==> src/rtl/encoder_pkg.sv <==
// encoder_pkg: shared types and helpers for the sequential request encoder.
//   state_e    FSM state encoding (IDLE / SERVE)
//   clog2()    ceiling log2, used to derive the index width from N_REQ
//   ENC_*      default sizing for a 4-request encoder
package encoder_pkg;

    typedef enum logic {
        ST_IDLE  = 1'b0,
        ST_SERVE = 1'b1
    } state_e;

    // Ceiling log2; clog2(1) = 0, clog2(4) = 2, clog2(5) = 3.
    function automatic int unsigned clog2(input int unsigned value);
        int unsigned r;
        r = 0;
        while ((32'(1) << r) < value) begin
            r = r + 1;
        end
        return r;
    endfunction

    localparam int unsigned ENC_N_REQ = 4;
    localparam int unsigned ENC_IDX_W = clog2(ENC_N_REQ);

endpackage : encoder_pkg

==> src/rtl/prio_enc_comb.sv <==
// prio_enc_comb: purely combinational priority encoder over a request vector.
//   req           in   N_REQ  request vector, bit i requests index i
//   idx           out  IDX_W  index of the highest set bit (0 when none set)
//   any_set       out  1      at least one bit of req is set
//   one_hot_only  out  1      exactly one bit of req is set
module prio_enc_comb
    import encoder_pkg::*;
#(
    parameter int unsigned N_REQ = ENC_N_REQ,
    parameter int unsigned IDX_W = clog2(N_REQ)
) (
    input  logic [N_REQ-1:0] req,
    output logic [IDX_W-1:0] idx,
    output logic             any_set,
    output logic             one_hot_only
);

    logic [1:0] set_cnt;

    // Ascending scan: the last set bit seen is the highest one.
    always_comb begin
        idx = '0;
        for (int i = 0; i < int'(N_REQ); i++) begin
            if (req[i]) begin
                idx = IDX_W'(i);
            end
        end
    end

    // Popcount saturating at 2: only "none / one / more than one" matters.
    always_comb begin
        set_cnt = 2'd0;
        for (int i = 0; i < int'(N_REQ); i++) begin
            if (req[i] && (set_cnt != 2'd2)) begin
                set_cnt = set_cnt + 2'd1;
            end
        end
    end

    assign any_set      = |req;
    assign one_hot_only = (set_cnt == 2'd1);

endmodule : prio_enc_comb

==> src/rtl/req_encoder_4to2.sv <==
// req_encoder_4to2: sequential priority encoder. Captures a request vector and
// streams the index of every set bit, highest index first, over valid/ready.
//   clk        in   1      rising-edge clock
//   rst_n      in   1      synchronous active-low reset
//   in_valid   in   1      in_req is valid
//   in_ready   out  1      a new vector can be accepted (IDLE only)
//   in_req     in   N_REQ  request vector, bit i requests index i
//   out_valid  out  1      out_idx / out_last are valid
//   out_ready  in   1      downstream accepts the current index
//   out_idx    out  IDX_W  highest pending index
//   out_last   out  1      out_idx is the final pending index of this vector
//   zero_err   out  1      one-cycle pulse: an all-zero vector was accepted
module req_encoder_4to2
    import encoder_pkg::*;
#(
    parameter int unsigned N_REQ = ENC_N_REQ,
    parameter int unsigned IDX_W = ENC_IDX_W
) (
    input  logic             clk,
    input  logic             rst_n,
    input  logic             in_valid,
    output logic             in_ready,
    input  logic [N_REQ-1:0] in_req,
    output logic             out_valid,
    input  logic             out_ready,
    output logic [IDX_W-1:0] out_idx,
    output logic             out_last,
    output logic             zero_err
);

    // Elaboration-time sanity check of the sizing parameters.
    if ((N_REQ < 2) || ((N_REQ & (N_REQ - 1)) != 0) || (IDX_W != clog2(N_REQ))) begin : g_param_chk
        $error("req_encoder_4to2: N_REQ must be a power of two >= 2 and IDX_W = clog2(N_REQ)");
    end

    state_e             state_q,     state_d;
    logic [N_REQ-1:0]   pending_q,   pending_d;
    logic               in_ready_q,  in_ready_d;
    logic               out_valid_q, out_valid_d;
    logic               zero_err_q,  zero_err_d;

    logic [IDX_W-1:0]   enc_idx;
    logic               enc_any;
    logic               enc_one_hot;
    logic [N_REQ-1:0]   clr_mask;
    logic               accept;
    logic               xfer;

    // Priority view of the registered pending set.
    prio_enc_comb #(
        .N_REQ (N_REQ),
        .IDX_W (IDX_W)
    ) u_prio_enc (
        .req          (pending_q),
        .idx          (enc_idx),
        .any_set      (enc_any),
        .one_hot_only (enc_one_hot)
    );

    // in_ready_q is only ever 1 in IDLE, so it alone qualifies acceptance.
    assign accept = in_valid && in_ready_q;
    assign xfer   = out_valid_q && out_ready;

    // Next-state and next-output logic.
    always_comb begin
        state_d    = state_q;
        pending_d  = pending_q;
        zero_err_d = 1'b0;
        clr_mask   = '0;
        clr_mask[enc_idx] = 1'b1;

        case (state_q)
            ST_IDLE: begin
                if (accept) begin
                    if (|in_req) begin
                        pending_d = in_req;
                        state_d   = ST_SERVE;
                    end else begin
                        zero_err_d = 1'b1;
                    end
                end
            end
            ST_SERVE: begin
                if (!enc_any) begin
                    // Defensive: nothing left to serve.
                    state_d = ST_IDLE;
                end else if (xfer) begin
                    pending_d = pending_q & ~clr_mask;
                    if (enc_one_hot) begin
                        state_d = ST_IDLE;
                    end
                end
            end
            default: begin
                state_d   = ST_IDLE;
                pending_d = '0;
            end
        endcase

        in_ready_d  = (state_d == ST_IDLE);
        out_valid_d = (state_d == ST_SERVE);
    end

    // State and output registers; reset drops any partially served vector.
    always_ff @(posedge clk) begin
        if (!rst_n) begin
            state_q     <= ST_IDLE;
            pending_q   <= '0;
            in_ready_q  <= 1'b0;
            out_valid_q <= 1'b0;
            zero_err_q  <= 1'b0;
        end else begin
            state_q     <= state_d;
            pending_q   <= pending_d;
            in_ready_q  <= in_ready_d;
            out_valid_q <= out_valid_d;
            zero_err_q  <= zero_err_d;
        end
    end

    assign in_ready  = in_ready_q;
    assign out_valid = out_valid_q;
    assign zero_err  = zero_err_q;
    // Decoded from the registered pending set; both read 0 whenever pending is empty.
    assign out_idx   = enc_idx;
    assign out_last  = enc_one_hot;

endmodule : req_encoder_4to2
==> config.mk <==
export PLATFORM = sky130hd
export DESIGN_NAME = req_encoder_4to2
export DESIGN_NICKNAME = d
export VERILOG_FILES = /design/src/rtl/encoder_pkg.sv /design/src/rtl/prio_enc_comb.sv /design/src/rtl/req_encoder_4to2.sv
export SDC_FILE = /design/constraint.sdc
export NUM_CORES = 1
export LEC_CHECK = 0
export BUFFER_PORTS_ARGS = -buffer_cell sky130_fd_sc_hd__buf_2
export CORE_AREA = 8 8 45 47
export DETAILED_ROUTE_END_ITERATION = 12
export DIE_AREA = 0 0 53 55
export GPL_TIMING_DRIVEN = 0
export PLACE_DENSITY = 0.69
export SLEW_MARGIN = 20
export SYNTH_ARGS = -nofsm -noshare
export SYNTH_HDL_FRONTEND = slang
export SYNTH_HIERARCHICAL = 1
export SYNTH_SLANG_ARGS = --single-unit
==> constraint.sdc <==
create_clock -name clk -period 2.3 [get_ports clk]
set_input_delay 0.46 -clock clk [delete_from_list [all_inputs] [get_ports clk]]
set_output_delay 0.46 -clock clk [all_outputs]
set_load 0.005 [all_outputs]
==> impl_metrics.sql, run 1 <==
INSERT INTO impl_metrics (metric_group, metric, value, unit) VALUES
('run', 'cap_viol_max_count', '0', ''),
('timing', 'post-route-worst-setup-slack', '-199', 'ps'),
('detailed_routing', 'highest_layer', 'met4', ''),
('status', 'failing_checks', 'setup timing', ''),
('power', 'power.share.sequential', '34.7', '%'),
('timing', 'max_clock_freq', '400', 'MHz'),
('placed_design', 'gp_routability_congestion', '0.728', ''),
('floorplan', 'number_of_placed_i_o_pins', '14', ''),
('detailed_routing', 'average_via_count_per_standard_cell', '5.27', ''),
('setup_path', 'regToRegEndpoint', 'out_valid', ''),
('min_path', 'timing.hold.worst.class', 'in -> reg', ''),
('yosys', 'synth.ff_latch_count', '7', ''),
('yosys', 'synth-seq-area-share', '28.5', '%'),
('timing', 'timing.slew.headroom', '72.9', '%'),
('power', 'worst_ir_drop_on_vdd', '0.387', 'mV'),
('power', 'power.net_switching', '130', 'uW'),
('global_route', 'maximum_number_of_pins_on_one_net_before_global_route_repair', '11', ''),
('setup_path', 'reg2regPathDepth', '11', ''),
('yosys', 'synth.net_count', '68', ''),
('floorplan', 'chipWidth', '53', 'um'),
('yosys', 'synth_largest_type_area_fraction', '28.5', '%'),
('setup_path', 'worstPathArrival', '2040', 'ps'),
('timing', 'finalHoldViolCount', '0', ''),
('floorplan', 'start_util', '35.5', '%'),
('cts', 'postCtsHoldBufs', '0', ''),
('cts', 'clock-root-buffer', 'clkbuf_4', ''),
('power', 'comb_power_share', '37.9', '%'),
('yosys', 'synth.cell_area', '492', 'sq um'),
('detailed_routing', 'met1_length', '573', 'um'),
('detailed_routing', 'drt_wl_total', '1.22', 'mm'),
('power', 'p_leak', '0.000303', 'uW'),
('setup_path', 'beginning_of_the_worst_register_to_register_path', 'pending_q[1]', ''),
('finish', 'fillCellCount', '141', ''),
('setup_path', 'setup.worst_path.start_class', 'flop', ''),
('placed_design', 'dpl.hpwl', '881', 'um'),
('cts', 'cts-buffers-inserted', '3', ''),
('timing', 'timing.clock.skew', '4.60', 'ps'),
('finish', 'post_route_cells_drive_above_1_share', '56.0', '%'),
('timing', 'hold_slack', '491', 'ps'),
('status', 'status', 'complete, but fails checks', ''),
('global_route', 'first_global_vias', '507', ''),
('detailed_routing', 'met3_length', '49', 'um'),
('yosys', 'netlist-cell-type-count', '25', ''),
('power', 'power.density', '570', 'nW/um^2'),
('timing', 'tcrit_tclk_final', '109', '%'),
('yosys', 'synthTopCellsByArea', 'dfxtp_1, ha_1, o221a_1', ''),
('detailed_routing', 'drt-pass1-iter-count', '4', ''),
('floorplan', 'die_height', '55', 'um'),
('finish', 'synthToLayoutAreaGrowth', '44.3', '%'),
('floorplan', 'die_area', '2920', 'sq um'),
('timing', 'finalSetupViolCount', '1', ''),
('cts', 'cts_num_sinks', '7', ''),
('detailed_routing', 'antenna_violating_nets_post_route', '0', ''),
('yosys', 'yosysWarnings', '6', ''),
('global_route', 'grt_ovf', '0', ''),
('yosys', 'synth_cells', '55', ''),
('setup_path', 'worst_setup_path_endpoint', 'out_last', ''),
('global_route', 'grt_antenna_before_repair', '0', ''),
('setup_path', 'timing.critical_path.required', '1840', 'ps'),
('placed_design', 'pre_cts_ws', '-110', 'ps'),
('cts', 'longest_clk_path_bufs', '2', ''),
('finish', 'n_antenna_cell', '0', ''),
('timing', 'maxSlewViolCount', '0', ''),
('finish', 'register_area', '148', 'sq um'),
('cts', 'clk-insertion-delay-late', '250', 'ps'),
('timing', 'fin_crit', '2500', 'ps'),
('power', 'power.internal', '275', 'uW'),
('setup_path', 'reg2reg_setup_slack', '200', 'ps'),
('yosys', 'avgSynthCellArea', '8.94', 'sq um'),
('power', 'sw_frac_of_total', '32.1', '%'),
('setup_path', 'criticalPathCategory', 'reg -> out', '');
-- cells in the final DEF (no fill, tap or decap), drive strengths merged --
cell type	n
nor2	5
and2b	2
a31oi	3
or4	1
inv	5
nand2	4
a32oi	1
nor3b	2
o22a	1
buf	17
nand2b	1
and2	1
and3b	1
a21oi	3
xnor2	1
nor3	2
dfxtp	7
ha	5
clkbuf	5
o221a	4
o21a	1
o21ai	1
a311oi	1
o21bai	1
-- worst max-delay path, stage by stage, from the launching register on --
cell	delay (ps)
dfxtp_4	360
ha_4	150
nand2b_2	210
o21ai_2	150
ha_2	180
and2b_2	250
nor3b_2	180
a311oi_2	60
a21oi_2	120
buf_2	120
-- synth_stat cells --
| library cell | n |
|---|---|
| a21oi_1 | 3 |
| a311oi_1 | 1 |
| a31oi_1 | 3 |
| a32oi_2 | 1 |
| and2_4 | 1 |
| and2b_1 | 1 |
| and2b_2 | 1 |
| and3b_1 | 1 |
| buf_6 | 1 |
| clkbuf_1 | 1 |
| dfxtp_1 | 7 |
| ha_1 | 5 |
| inv_1 | 5 |
| nand2_1 | 4 |
| nand2b_2 | 1 |
| nor2_1 | 5 |
| nor3_1 | 2 |
| nor3b_1 | 2 |
| o21a_1 | 1 |
| o21ai_0 | 1 |
| o21bai_1 | 1 |
| o221a_1 | 4 |
| o22a_2 | 1 |
| or4_4 | 1 |
| xnor2_1 | 1 |
-- per-stage QoR --
step | instance area (sq um) | util [%] | std cells
floorplan | 492 | - | 55
global placement | 577 | 41.7 | 84
detailed placement | 577 | 41.7 | 84
CTS | 706 | 51.0 | 94
global route | 709 | 51.3 | 91
finish | 709 | 51.3 | 91
-- power by group through the flow --
stage / clock (uW) / combinational [uW] / sequential, uW
detailed placement: 0 / 111 / 141
floorplan: 0 / 77.5 / 140
global route: 122 / 170 / 142
finish: 111 / 154 / 140
global placement: 0 / 108 / 141
CTS: 116 / 158 / 139
-- routing by layer --
| metal | vias to the layer above | GRT usage [%] |
|---|---|---|
| met3 | 4 | 1.87 |
| met5 | - | 0 |
| met1 | 217 | 10.6 |
| met4 | 0 | 11.2 |
| met2 | 18 | 12.7 |
| li1 | 241 | - |
-- cells by family after synthesis --
group	synth area share, %
and+or+nand+nor	22.9
AOI/OAI and AO/OA	27.2
buffers and inverters	6.87
DFF	28.5
adders and majority gates	12.7
xor gates and xnor gates	1.78
-- worst min-delay path by stage --
| stage | start | cells past startpoint | endpoint |
|---|---|---|---|
| after floorplan | pending_q[3] | 1 | pending_q[3] |
| after global placement | pending_q[3] | 1 | pending_q[3] |
| after detailed placement | pending_q[3] | 1 | pending_q[3] |
| after CTS | rst_n | 2 | out_valid |
| after global routing | rst_n | 2 | out_valid |
| final | rst_n | 2 | out_valid |
-- registers in the layout (all words and copies together) (netlist names) --
register and cells:
out_valid 1, in_ready 1, zero_err 1, pending_q 4
-- area by class of cell --
| cell class | count | share of cell area, % |
|---|---|---|
| Buffer | 2 | 2.12 |
| Clock buffer | 4 | 3.70 |
| Inverter | 5 | 2.65 |
| Multi-Input combinational cell | 41 | 55.6 |
| Sequential cell | 7 | 20.8 |
| Tap cell | 16 | 2.82 |
| Timing Repair Buffer | 16 | 12.3 |
-- what timing repair did --
action / CTS / global route
buffers inserted: 6 / 1
gates resized for setup: 14 / 7
pin swaps: 4 / 3
setup endpoints to repair: 1 / 3
Note: power is estimated with default switching activity, not from simulation.
==> run 2: changes to the inputs <==
Settings changed: SKIP_CTS_REPAIR_TIMING set to 1.
==> run 2 against run 1 <==
The run still ends with setup timing left. Flip-flop and latch count unchanged. Fmax decreased by 1.9%. Sequential power about the same. Worst hold slack better by 3.0 ps. Power shrank 4.4%. Critical path depth is the same. Wire length is 1.6% lower. Setup slack worse by 47 ps. Die area did not move. Register-to-register slack got worse by 60 ps. Cell count shrank 2.2%. Largest power group is now sequential cells.
==> impl_metrics.sql, run 2 (same netlist as run 1, synthesis figures left out) <==
INSERT INTO impl_metrics (metric_group, metric, value, unit) VALUES
('finish', 'max_flop_register', 'pending_q', ''),
('detailed_routing', 'vias', '473', ''),
('power', 'comb_power_share', '35.2', '%'),
('timing', 'finalHoldViolCount', '0', ''),
('run', 'cap_viol_max_count', '0', ''),
('power', 'power.clock.fraction', '28.5', '%'),
('finish', 'synthToLayoutAreaGrowth', '35.9', '%'),
('setup_path', 'reg2regPathDepth', '10', ''),
('timing', 'worst_slew_pin_slew', '411', 'ps'),
('finish', 'post_route_cells_drive_above_1_share', '46.6', '%'),
('detailed_routing', 'antenna_violating_nets_post_route', '0', ''),
('setup_path', 'worstPathArrival', '2090', 'ps'),
('placed_design', 'portBuffers', '13', ''),
('global_route', 'grt_antenna_before_repair', '0', ''),
('timing', 'finalSetupViolCount', '1', ''),
('global_route', 'first_global_vias', '439', ''),
('detailed_routing', 'remaining_drc_errors', '0', ''),
('timing', 'tcrit_tclk_final', '111', '%'),
('timing', 'rsz_0062_raised_after_global_routing', 'true', ''),
('timing', 'timing.slew.headroom', '72.6', '%'),
('finish', 'multiInputGateArea', '368', 'sq um'),
('power', 'power.net_switching', '122', 'uW'),
('power', 'power.share.sequential', '36.2', '%'),
('cts', 'tritoncts', 'done', ''),
('global_route', 'grt_pass1_wl', '1.73', 'mm'),
('floorplan', 'placementRows', '14', ''),
('cts', 'cts_num_sinks', '7', ''),
('power', 'worst_ir_drop_on_vdd', '0.376', 'mV'),
('cts', 'longest_clk_path_bufs', '2', ''),
('floorplan', 'core_region_area', '1380', 'sq um'),
('status', 'status', 'complete, but fails checks', ''),
('cts', 'clock-root-buffer', 'clkbuf_4', ''),
('setup_path', 'setup.worst_path.end_class', 'output port', ''),
('finish', 'count_of_placed_standard_cells_in_the_final_layout_fillers_left_out', '89', ''),
('floorplan', 'die_area', '2920', 'sq um'),
('timing', 'fin_crit', '2550', 'ps'),
('timing', 'maxSlewViolCount', '0', ''),
('min_path', 'timing.hold.worst.class', 'in -> reg', ''),
('detailed_routing', 'drt-wirelength-per-cell', '13.5', 'um'),
('placed_design', 'pre_cts_ws', '-110', 'ps'),
('global_route', 'maximum_number_of_pins_on_one_net_before_global_route_repair', '11', ''),
('timing', 'max_clock_freq', '393', 'MHz'),
('power', 'p_leak', '0.000287', 'uW'),
('timing', 'post-route-worst-setup-slack', '-246', 'ps'),
('setup_path', 'setup.worst_path.start_class', 'flop', ''),
('global_route', 'global_route.usage.total', '8.05', '%'),
('floorplan', 'die_height', '55', 'um'),
('floorplan', 'number_of_placed_i_o_pins', '14', ''),
('timing', 'timing.clock.skew', '4.59', 'ps'),
('detailed_routing', 'average_via_count_per_standard_cell', '5.31', ''),
('detailed_routing', 'first_iter_violations', '12', ''),
('setup_path', 'reg2reg_setup_slack', '140', 'ps'),
('setup_path', 'criticalPathCategory', 'reg -> out', ''),
('cts', 'cts-buffers-inserted', '3', ''),
('power', 'power.density', '579', 'nW/um^2'),
('status', 'failing_checks', 'setup timing', ''),
('finish', 'net_total_in_the_final_layout', '87', ''),
('power', 'power.internal', '265', 'uW'),
('finish', 'largest_register_ff_count', '4', ''),
('finish', 'n_antenna_cell', '0', ''),
('power', 'sw_frac_of_total', '31.4', '%'),
('power', 'total_power', '387', 'uW'),
('placed_design', 'dpl.hpwl', '881', 'um'),
('setup_path', 'crit_path_max_fanout', '4', ''),
('placed_design', 'gp_routability_congestion', '0.728', ''),
('finish', 'register_area', '148', 'sq um'),
('placed_design', 'dpl.cell_count', '84', ''),
('finish', 'layout.cells.most_common_list', 'buf_2, inv_1, nor2_1, dfxtp_1', ''),
('floorplan', 'start_util', '35.5', '%'),
('detailed_routing', 'drt_wl_total', '1.20', 'mm'),
('cts', 'clk-insertion-delay-late', '250', 'ps'),
('detailed_routing', 'drt-pass1-iter-count', '4', ''),
('finish', 'layout_commonest_cell', 'buf_2', ''),
('cts', 'cts_max_level', '1', ''),
('global_route', 'grt_ovf', '0', ''),
('finish', 'post-route-util', '48.3', '%'),
('finish', 'fillCellCount', '147', ''),
('floorplan', 'chipWidth', '53', 'um'),
('min_path', 'hold_path_depth', '2', ''),
('setup_path', 'timing.critical_path.required', '1840', 'ps'),
('cts', 'clk_transition_reported_paths', '50', 'ps');
run 2: cell types whose count changed in the layout (fill, tap and decap cells not counted):
cell and delta:
a21oi_1 +1, a21oi_4 -1, a311oi_1 +1, a311oi_2 -1
buf_4 -2, inv_1 +2, inv_2 -2, nor3_1 +1
nor3_2 -1, o21ai_1 +1, o21ai_2 -1
run 2: metrics by stage:
stage                     hold WS [ps]  TNS, ps  instance area [sq um]
after floorplan                    535        0                    492
after global placement             568    -85.2                    577
after detailed placement           575     -110                    577
after CTS                          481     -398                    603
after global routing               495     -386                    668
final                              494     -246                    668
run 2: cell type report:
cell class	count	share of cell area (%)
inverter	5	2.81
multi-input combinational	41	55.1
sequential	7	22.1
timing repair buffer	14	10.9
clock buffer	4	3.93
buffer	2	2.25
tap	16	3.00
run 2: power groups by stage:
stage,clock network [uW],logic [uW],registers [uW]
6_report,110,136,140
5_1_grt,122,149,142
4_1_cts,116,112,139
3_5_place_dp,0,111,141
3_3_place_gp,0,108,141
2_1_floorplan,0,77.5,140
run 2: final timing paths:
check / from / endpoint
setup / recovery: pending_q[1] / out_last
hold / removal: rst_n / out_valid
setup reg to reg: pending_q[1] / out_valid
hold reg to reg: pending_q[0] / pending_q[0]
run 2: per-layer routing:
| metal | vias to the layer above | wire length (um) | GRT usage [%] |
|---|---|---|---|
| li1 | 238 | - | - |
| met2 | 14 | 568 | 11.1 |
| met3 | 2 | 43 | 1.87 |
| met1 | 219 | 573 | 9.62 |
| met5 | - | 0 | 0 |
| met4 | 0 | 16 | 8.62 |
run 2: worst max-delay path, cell delays in order (launching register included):
cell,delay (ps)
dfxtp_4,360
ha_4,150
nand2b_2,200
o21ai_1,180
ha_2,190
and2b_2,240
nor3b_2,150
a311oi_1,60
a21oi_1,170
buf_2,140
==> run 3: changes to the inputs <==
Settings changed: BUFFER_PORTS_ARGS -buffer_cell sky130_fd_sc_hd__buf_2 to unset, DONT_BUFFER_PORTS set to 1, PLACE_DENSITY 0.69 to 0.6.
==> run 3 against run 2 <==
The run still ends with setup timing left. Cell area shrank 8.2%. Critical path depth shrank 1. First-iteration DRC count shrank 83%. Setup slack gained 120 ps. Fmax grew 5.0%. Flip-flop and latch count is the same. Clock power is essentially flat. Combinational power shrank 11%. Global-route usage shrank 0.66 points. Core utilization shrank 4.0 points. Highest routed layer unchanged.
==> impl_metrics.sql, run 3 (same netlist as run 1, synthesis figures left out) <==
INSERT INTO impl_metrics (metric_group, metric, value, unit) VALUES
('setup_path', 'path_cells', 'inv_1 -> ha_4 -> xnor2_2 -> ha_2 -> and2b_2 -> nor3b_2 -> a311oi_2 -> a21oi_2', ''),
('setup_path', 'beginning_of_the_worst_register_to_register_path', 'pending_q[0]', ''),
('cts', 'cts_num_sinks', '7', ''),
('floorplan', 'die_height', '55', 'um'),
('timing', 'rsz_0062_raised_after_global_routing', 'true', ''),
('placed_design', 'dpl-instance-area', '512', 'sq um'),
('timing', 'fin_setup_tns', '-125', 'ps'),
('global_route', 'global_route.usage.total', '7.39', '%'),
('setup_path', 'setup.worst_path.end_class', 'output port', ''),
('timing', 'fin_crit', '2420', 'ps'),
('timing', 'timing.slew.headroom', '71.1', '%'),
('finish', 'post_route_cells_drive_above_1_share', '37.1', '%'),
('timing', 'timing.clock.skew', '4.95', 'ps'),
('floorplan', 'die_area', '2920', 'sq um'),
('global_route', 'grt_ovf', '0', ''),
('timing', 'hold_slack', '327', 'ps'),
('finish', 'n_antenna_cell', '0', ''),
('finish', 'max_flop_register', 'pending_q', ''),
('setup_path', 'criticalPathCategory', 'reg -> out', ''),
('cts', 'longest_clk_path_bufs', '2', ''),
('floorplan', 'chipWidth', '53', 'um'),
('min_path', 'timing.hold.worst.class', 'in -> reg', ''),
('finish', 'net_total_in_the_final_layout', '76', ''),
('setup_path', 'crit_path_max_delay_cell_type', 'dfxtp_2', ''),
('cts', 'cts_max_level', '1', ''),
('floorplan', 'start_util', '35.5', '%'),
('setup_path', 'max_stage_delay', '360', 'ps'),
('timing', 'post-route-worst-setup-slack', '-125', 'ps'),
('floorplan', 'placementRows', '14', ''),
('finish', 'largest_register_ff_count', '4', ''),
('cts', 'clock-root-buffer', 'clkbuf_4', ''),
('global_route', 'grt_antenna_before_repair', '0', ''),
('finish', 'final_cell_area', '613', 'sq um'),
('timing', 'max_clock_freq', '412', 'MHz'),
('cts', 'clk-insertion-delay-late', '250', 'ps'),
('power', 'p_leak', '0.000241', 'uW'),
('setup_path', 'reg2reg_setup_slack', '200', 'ps'),
('timing', 'finalSetupViolCount', '1', ''),
('setup_path', 'reg2regPathDepth', '10', ''),
('timing', 'maxSlewViolCount', '0', ''),
('global_route', 'maximum_number_of_pins_on_one_net_before_global_route_repair', '11', ''),
('setup_path', 'crit_path_max_fanout', '4', ''),
('detailed_routing', 'drt-wirelength-per-cell', '13.6', 'um'),
('status', 'status', 'complete, but fails checks', ''),
('setup_path', 'crit_path_start', 'pending_q[0]', ''),
('run', 'cap_viol_max_count', '0', ''),
('floorplan', 'number_of_placed_i_o_pins', '14', ''),
('setup_path', 'worstPathArrival', '1960', 'ps'),
('setup_path', 'timing.critical_path.required', '1840', 'ps'),
('power', 'worst_ir_drop_on_vdd', '0.444', 'mV'),
('placed_design', 'portBuffers', '0', ''),
('detailed_routing', 'average_via_count_per_standard_cell', '5.28', ''),
('finish', 'synthToLayoutAreaGrowth', '24.7', '%'),
('detailed_routing', 'first_iter_violations', '2', ''),
('detailed_routing', 'antenna_violating_nets_post_route', '0', ''),
('timing', 'tcrit_tclk_final', '105', '%'),
('cts', 'clk_transition_reported_paths', '50', 'ps'),
('placed_design', 'gp_routability_congestion', '0.763', ''),
('setup_path', 'setup.worst_path.start_class', 'flop', ''),
('power', 'power.density', '604', 'nW/um^2'),
('floorplan', 'core_region_area', '1380', 'sq um'),
('finish', 'fillCellCount', '141', ''),
('status', 'failing_checks', 'setup timing', ''),
('timing', 'worst_slew_pin_slew', '432', 'ps'),
('setup_path', 'regToRegEndpoint', 'out_valid', ''),
('detailed_routing', 'drt-pass1-iter-count', '2', ''),
('finish', 'post-route-util', '44.3', '%'),
('placed_design', 'pre_cts_ws', '-57.4', 'ps'),
('global_route', 'grt_pass1_wl', '1.61', 'mm'),
('cts', 'tritoncts', 'done', ''),
('finish', 'layout.cells.most_common_list', 'nor2_1, dfxtp_1, inv_1, o221a_1, nand2_1', ''),
('detailed_routing', 'vias', '412', ''),
('placed_design', 'dpl.hpwl', '809', 'um'),
('detailed_routing', 'remaining_drc_errors', '0', ''),
('global_route', 'first_global_vias', '419', ''),
('detailed_routing', 'drt_wl_total', '1.06', 'mm'),
('cts', 'cts-buffers-inserted', '3', ''),
('setup_path', 'worst_setup_path_endpoint', 'out_last', ''),
('timing', 'finalHoldViolCount', '0', '');
==> run 3: changes by cell type in the layout (fill, tap and decap cells not counted), sizes merged <==
| cell | change |
|---|---|
| buf | -11 |
==> run 3: routing by layer <==
layer / GRT usage, % / share of wire (%)
met5: 0 / 0
met1: 7.63 / 43
met3: 5.08 / 15
met4: 3.88 / 1.8
met2: 11.1 / 40
==> run 3: critical path: cells and delay by family, from the launching register on <==
family          cells  cell delay (ps)
compound gates      2              250
xor+xnor            1              110
fa+ha+maj           2              480
buf+inv             1               90
flops               1              360
simple gates        2              430
==> run 3: final cells by class <==
class	instances	area, sq um	share of cell area, %
Multi-Input combinational cell	41	368	60.0
Buffer	2	15.0	2.45
Inverter	5	18.8	3.06
Clock buffer	4	26.3	4.29
Sequential cell	7	143	23.3
Timing Repair Buffer	3	22.5	3.67
Tap cell	16	20.0	3.27
==> run 3: how the worst min path moves through the flow <==
stage	from	slack, ps	cells past startpoint	to
2_1_floorplan	pending_q[3]	530	1	pending_q[3]
3_3_place_gp	pending_q[1]	580	1	pending_q[1]
3_5_place_dp	pending_q[3]	560	1	pending_q[3]
4_1_cts	rst_n	330	1	out_valid
5_1_grt	rst_n	320	1	out_valid
6_report	rst_n	330	1	out_valid
==> run 3: stage by stage <==
step                std cells  total power (uW)
floorplan                  55               217
global placement           71               233
detailed placement         71               235
CTS                        75               345
global route               78               399
finish                     78               370
==> run 3: report_power, final <==
part / internal, uW / leakage, uW / total (uW) / switching [uW]
Combinational: 59.0 / 0.000168 / 121 / 61.5
Clock: 66.1 / 0.0000150 / 109 / 42.8
Sequential: 131 / 0.0000583 / 141 / 9.55
Total: 256 / 0.000241 / 370 / 114
